[src/rtl/ad9866_spi_sched.sv]
`default_nettype none
// ============================================================================
// Module      : ad9866_spi_sched
// Description : Request scheduler in front of the AD9866 SPI configuration
//               engine. Merges RX gain, TX gain and generic host register
//               writes into the engine's single 16-bit write port, one
//               transaction at a time, and holds all traffic until the
//               engine's init sequence has finished.
// Revision    : 1.0 - initial release
// ----------------------------------------------------------------------------
// Ports:
//   clk, reset         system clock, synchronous active-high reset
//   init_done          engine init table sent; nothing is issued while low
//   rx_gain_wr/rx_gain RX PGA gain strobe + 6-bit code (register 0x09)
//   tx_gain_wr/tx_gain TX gain strobe + 6-bit code (register 0x0a)
//   host_valid/ready   generic write handshake, host_addr[4:0]/host_data[7:0]
//   spi_start          one-cycle start pulse to the SPI engine
//   spi_word           {3'b000, addr, data}, held through the transaction
//   spi_sen_n          engine chip enable (high = idle)
//   busy               transaction in flight or any slot pending
//   tx_gain_ok         last latched TX gain has reached the chip
//   err_timeout        sticky: engine never dropped spi_sen_n after a start
//   wr_count           completed transactions (wraps)
// ============================================================================
module ad9866_spi_sched #(
  parameter int GAP_CYCLES     = 4,
  parameter int TIMEOUT_CYCLES = 16
) (
  input  logic        clk,
  input  logic        reset,
  input  logic        init_done,
  input  logic        rx_gain_wr,
  input  logic [5:0]  rx_gain,
  input  logic        tx_gain_wr,
  input  logic [5:0]  tx_gain,
  input  logic        host_valid,
  output logic        host_ready,
  input  logic [4:0]  host_addr,
  input  logic [7:0]  host_data,
  output logic        spi_start,
  output logic [15:0] spi_word,
  input  logic        spi_sen_n,
  output logic        busy,
  output logic        tx_gain_ok,
  output logic        err_timeout,
  output logic [7:0]  wr_count
);

  localparam int                 c_TMO_W    = $clog2(TIMEOUT_CYCLES + 1);
  localparam logic [c_TMO_W-1:0] c_TMO_LAST = c_TMO_W'(TIMEOUT_CYCLES - 1);
  localparam logic [c_TMO_W-1:0] c_TMO_ONE  = c_TMO_W'(1);
  localparam logic [3:0]         c_GAP      = 4'(GAP_CYCLES);
  localparam logic [4:0]         c_ADDR_RX  = 5'h09;
  localparam logic [4:0]         c_ADDR_TX  = 5'h0a;

  typedef enum logic [1:0] {
    S_IDLE      = 2'd0,
    S_ISSUE     = 2'd1,
    S_WAIT_LOW  = 2'd2,
    S_WAIT_HIGH = 2'd3
  } state_t;

  state_t             r_state;
  logic [3:0]         r_gap;
  logic [c_TMO_W-1:0] r_tmo;
  logic               r_spi_start;
  logic [15:0]        r_spi_word;
  logic               r_cur_tx;    // transaction in flight came from the TX slot
  logic               r_tx_dirty;  // tx_gain_wr seen since the TX slot was last selected
  logic               r_tx_ok;
  logic               r_err;
  logic [7:0]         r_wr_count;

  logic               r_rx_pend;
  logic [5:0]         r_rx_val;
  logic               r_tx_pend;
  logic [5:0]         r_tx_val;
  logic               r_host_pend;
  logic [4:0]         r_host_addr;
  logic [7:0]         r_host_data;

  logic w_any_pend;
  logic w_can_sel;
  logic w_sel_tx;
  logic w_sel_rx;
  logic w_sel_host;
  logic w_host_acc;

  assign w_any_pend = r_rx_pend | r_tx_pend | r_host_pend;
  assign w_can_sel  = (r_state == S_IDLE) && (r_gap == 4'd0) && init_done &&
                      spi_sen_n && w_any_pend;
  // Fixed priority TX > RX > HOST; HOST wins only when it is the one pending.
  assign w_sel_tx   = w_can_sel && r_tx_pend;
  assign w_sel_rx   = w_can_sel && !r_tx_pend && r_rx_pend;
  assign w_sel_host = w_can_sel && !r_tx_pend && !r_rx_pend;
  assign w_host_acc = host_valid && !r_host_pend;

  // Request slots. A strobe in the selection cycle wins over the clear, so
  // the old value goes out now and the new one stays pending.
  always_ff @(posedge clk) begin
    if (reset) begin
      r_rx_pend   <= 1'b0;
      r_rx_val    <= 6'd0;
      r_tx_pend   <= 1'b0;
      r_tx_val    <= 6'd0;
      r_host_pend <= 1'b0;
      r_host_addr <= 5'd0;
      r_host_data <= 8'd0;
    end else begin
      if (rx_gain_wr) begin
        r_rx_pend <= 1'b1;
        r_rx_val  <= rx_gain;
      end else if (w_sel_rx) begin
        r_rx_pend <= 1'b0;
      end

      if (tx_gain_wr) begin
        r_tx_pend <= 1'b1;
        r_tx_val  <= tx_gain;
      end else if (w_sel_tx) begin
        r_tx_pend <= 1'b0;
      end

      if (w_host_acc) begin
        r_host_pend <= 1'b1;
        r_host_addr <= host_addr;
        r_host_data <= host_data;
      end else if (w_sel_host) begin
        r_host_pend <= 1'b0;
      end
    end
  end

  // Transaction sequencer and its registered outputs.
  always_ff @(posedge clk) begin
    if (reset) begin
      r_state     <= S_IDLE;
      r_gap       <= 4'd0;
      r_tmo       <= '0;
      r_spi_start <= 1'b0;
      r_spi_word  <= 16'd0;
      r_cur_tx    <= 1'b0;
      r_tx_dirty  <= 1'b0;
      r_tx_ok     <= 1'b0;
      r_err       <= 1'b0;
      r_wr_count  <= 8'd0;
    end else begin
      r_spi_start <= 1'b0;
      if (tx_gain_wr) begin
        r_tx_dirty <= 1'b1;
      end

      case (r_state)
        S_IDLE: begin
          if (r_gap != 4'd0) begin
            r_gap <= r_gap - 4'd1;
          end else if (w_can_sel) begin
            r_state     <= S_ISSUE;
            r_spi_start <= 1'b1;
            r_cur_tx    <= w_sel_tx;
            // A TX strobe in this very cycle already makes this write stale.
            r_tx_dirty  <= tx_gain_wr;
            if (w_sel_tx) begin
              r_spi_word <= {3'b000, c_ADDR_TX, 2'b01, r_tx_val};
            end else if (w_sel_rx) begin
              r_spi_word <= {3'b000, c_ADDR_RX, 2'b01, r_rx_val};
            end else begin
              r_spi_word <= {3'b000, r_host_addr, r_host_data};
            end
          end
        end

        S_ISSUE: begin
          r_tmo   <= '0;
          r_state <= S_WAIT_LOW;
        end

        S_WAIT_LOW: begin
          if (!spi_sen_n) begin
            r_state <= S_WAIT_HIGH;
          end else if (r_tmo == c_TMO_LAST) begin
            // Engine never responded: drop the write, keep the gap anyway.
            r_err   <= 1'b1;
            r_gap   <= c_GAP;
            r_state <= S_IDLE;
          end else begin
            r_tmo <= r_tmo + c_TMO_ONE;
          end
        end

        S_WAIT_HIGH: begin
          if (spi_sen_n) begin
            r_wr_count <= r_wr_count + 8'd1;
            if (r_cur_tx && !r_tx_dirty) begin
              r_tx_ok <= 1'b1;
            end
            r_gap   <= c_GAP;
            r_state <= S_IDLE;
          end
        end

        default: r_state <= S_IDLE;
      endcase

      // A new TX gain invalidates the flag, even in a completion cycle.
      if (tx_gain_wr) begin
        r_tx_ok <= 1'b0;
      end
    end
  end

  assign host_ready  = !r_host_pend;
  assign busy        = (r_state != S_IDLE) | w_any_pend;
  assign spi_start   = r_spi_start;
  assign spi_word    = r_spi_word;
  assign tx_gain_ok  = r_tx_ok;
  assign err_timeout = r_err;
  assign wr_count    = r_wr_count;

endmodule
`default_nettype wire
[config.mk]
export PLATFORM = sky130hd
export DESIGN_NAME = ad9866_spi_sched
export DESIGN_NICKNAME = d
export VERILOG_FILES = /design/src/rtl/ad9866_spi_sched.sv
export SDC_FILE = /design/constraint.sdc
export NUM_CORES = 1
export LEC_CHECK = 0
export CAP_MARGIN = 5
export CORE_MARGIN = 4
export CORE_UTILIZATION = 45
export CTS_BUF_LIST = sky130_fd_sc_hd__clkbuf_2
export CTS_CLUSTER_SIZE = 14
export DETAILED_ROUTE_END_ITERATION = 10
export PLACE_DENSITY = 0.72
export RECOVER_POWER = 100
export SYNTH_ARGS = -nofsm -noshare
export SYNTH_HDL_FRONTEND = slang
export SYNTH_SLANG_ARGS = --single-unit
[constraint.sdc]
create_clock -name clk -period 1.9 [get_ports clk]
set_input_delay 0.38 -clock clk [delete_from_list [all_inputs] [get_ports clk]]
set_output_delay 0.38 -clock clk [all_outputs]
set_load 0.02 [all_outputs]
==> reports/metrics.yaml <==
ys_seq_elements: 65
path_delay_family: "buffers and inverters"
ys_types: 50
syn_avg_cell_area_sq_um: 9.251
cp-end-kind: "output pin"
layout_worst_path_cycle_share_pct: 95.56
numCtsBuffers: 9
p_leak_nw: 1.413
grt_pass1_wl_microns: 10930
r2r_slack_ps: 90
path_buf_inv: 1
synth.top_cell.area_share_pct: 46.57
overflow: 0
slowest_stage: "clkdlybuf4s50_1"
synth.most_common_cell: "dfxtp_1"
route.detailed.drc: 0
fin_nets: 408
p_per_area_nw_per_um2: 865.8
die_y_microns: 86.80
root_buffer: "clkbuf_2"
insertion_delay_ps: 480
routedWlPerCell_microns: 14.12
synth_edf_count: 0
vias: 2384
crit_arrival_ps: 1440
area_growth_pct: 26.15
worst_setup_path_start_kind: "register"
htreeDepth: 3
die-area_sq_um: 7533
grt_antenna_before_repair: 0
reg2reg_depth: 4
num_rows: 28
syn_area_sq_um: 2794
clock-sinks: 65
cts_buffer_depth: 2
vdd_drop_max_v: 0.0003954
cp_data_required_time_ps: 1520
hp-class: "in2reg"
async_reset_ff_share_pct: 0
drv_slew: 0
clk_pin_slew_worst_paths_ps: 170
slew_headroom_pct: 53.47
drtAntennaViolNets: 0
synth_cells: 302
synth_area_leaders: "dfxtp_1, a21oi_1, mux2i_1"
placed_cell_area_sq_um: 3485
rsz0062_at_grt: "false"
dpl.hpwl_microns: 4538
synth_common_cells: "dfxtp_1, nand2_1, a21oi_1"
drt-initial-drc-count: 83
globalplace.congestion: 0.7978
fin_crit_ps: 1816
drive_above_1_share_pct: 14.63
grt_max_degree: 20
place_inst: 433
fin_skew_ps: 25.81
io_pins: 61
cpPeakStageDelay_ps: 600
initial_core_util_pct: 46.91
yosys_warnings: 0
firstDrtPassIters: 4
drv_cap: 0
final-hold-violation-count: 0
hold_ws_ps: 247.7
drt_wl_total_microns: 6367
synth_top_area_cell: "dfxtp_1"
critPathKind: "reg2out"
setup_violations: 0
n_antenna_cell: 0
port_buffers: 57
die_x_microns: 86.80
synth_ff_type: "dfxtp_1"
finalSetupTns_ps: 0
worstPathCellList: "clkdlybuf4s50_1"
status: "completed"
worst-path-stages: 1
coreArea_sq_um: 5956
grt_usage_pct: 18.34
grt_pass1_vias: 2295
design_area_sq_um: 3525
max_freq_mhz: 550.7
crit_fanout: 2
yosysSeqAreaShare_pct: 46.57
vias_per_cell: 5.286
min_path_cells: 2
tightest_slew_ps: 694.7
cts_tree: "built"
stdcell_count: 451
[per-stage QoR]
stage	util, %	worst slack (ps)	power, mW
global route	59.18	0.1126	3.248
floorplan	-	148.9	2.086
finish	59.18	84.27	3.052
global placement	58.51	-53.04	2.295
detailed placement	58.51	-104.7	2.304
CTS	60.11	-41.63	3.083
[worst paths after layout]
kind                                             startpoint                     endpoint
worst min-delay path                                  reset         spi_start$_SDFF_PP0_
worst max register to register       r_tx_pend$_SDFFE_PP0P_     spi_word[3]$_SDFFE_PP0P_
worst max-delay path               spi_word[8]$_SDFFE_PP0P_                  spi_word[8]
worst min register to register  r_host_addr[3]$_SDFFE_PP0P_  r_host_addr[3]$_SDFFE_PP0P_
[cell type report]
type / instances / area, sq um
Clock inverter: 4 / 43.79
Clock buffer: 12 / 60.06
Inverter: 14 / 52.55
Multi-Input combinational cell: 204 / 1360
Tap cell: 75 / 93.84
Timing Repair Buffer: 77 / 611.8
Fill cell: 579 / 2431
Sequential cell: 65 / 1303
[cell families after synthesis]
group                    synth area share (%)
AO/OA/AOI/OAI                           17.69
buffers and inverters                   5.866
multiplexers                            5.016
flip-flops                              46.57
other                                  0.1342
adder cells (fa/ha/maj)                 2.239
AND/OR/NAND/NOR                         21.85
XOR/XNOR                               0.6271
[state kept, by name, summed over array words and instances, names as in the netlist, 2 cells and up]
signal	count
r_gap	4
r_host_addr	5
r_host_data	8
r_rx_val	6
r_state	2
r_tmo	5
r_tx_val	6
spi_word	13
wr_count	8
[metal layers]
layer	global-route usage, %	wire, microns
met1	24.96	3048
met2	27.05	2928
met3	5.133	297
met4	7.932	93
met5	0	0
[cells in the final DEF, fill, tap and decap left out, drive strengths merged, types with 6 or more instances in the layout]
cell type / Yosys / layout
nand2b: 9 / 9
inv: 13 / 13
a221o: 6 / 6
dlygate4sd2: 0 / 10
nor2: 21 / 21
nand2: 35 / 35
or3: 7 / 7
o21ai: 8 / 8
dfxtp: 65 / 65
nand3: 9 / 9
a32o: 6 / 6
clkbuf: 12 / 29
buf: 9 / 16
a21oi: 29 / 29
mux2i: 14 / 14
clkdlybuf4s50: 0 / 32
[report_power, final]
group          total (mW)  switching (mW)  leakage [nW]  internal [mW]
Combinational       0.723           0.390         0.808          0.333
Clock               0.786           0.473        0.0734          0.313
Sequential           1.54          0.0769         0.531           1.47
Total                3.05           0.940          1.41           2.11
[repair_timing]
| action | CTS | global route |
|---|---|---|
| setup endpoints to repair | 11 | 18 |
| cloned | 0 | 1 |
| pin swaps | 0 | 6 |
| gates resized for setup | 12 | 23 |
| setup buffers | 0 | 1 |
| hold buffers | 0 | 0 |
(Power assumes the default switching activity.)
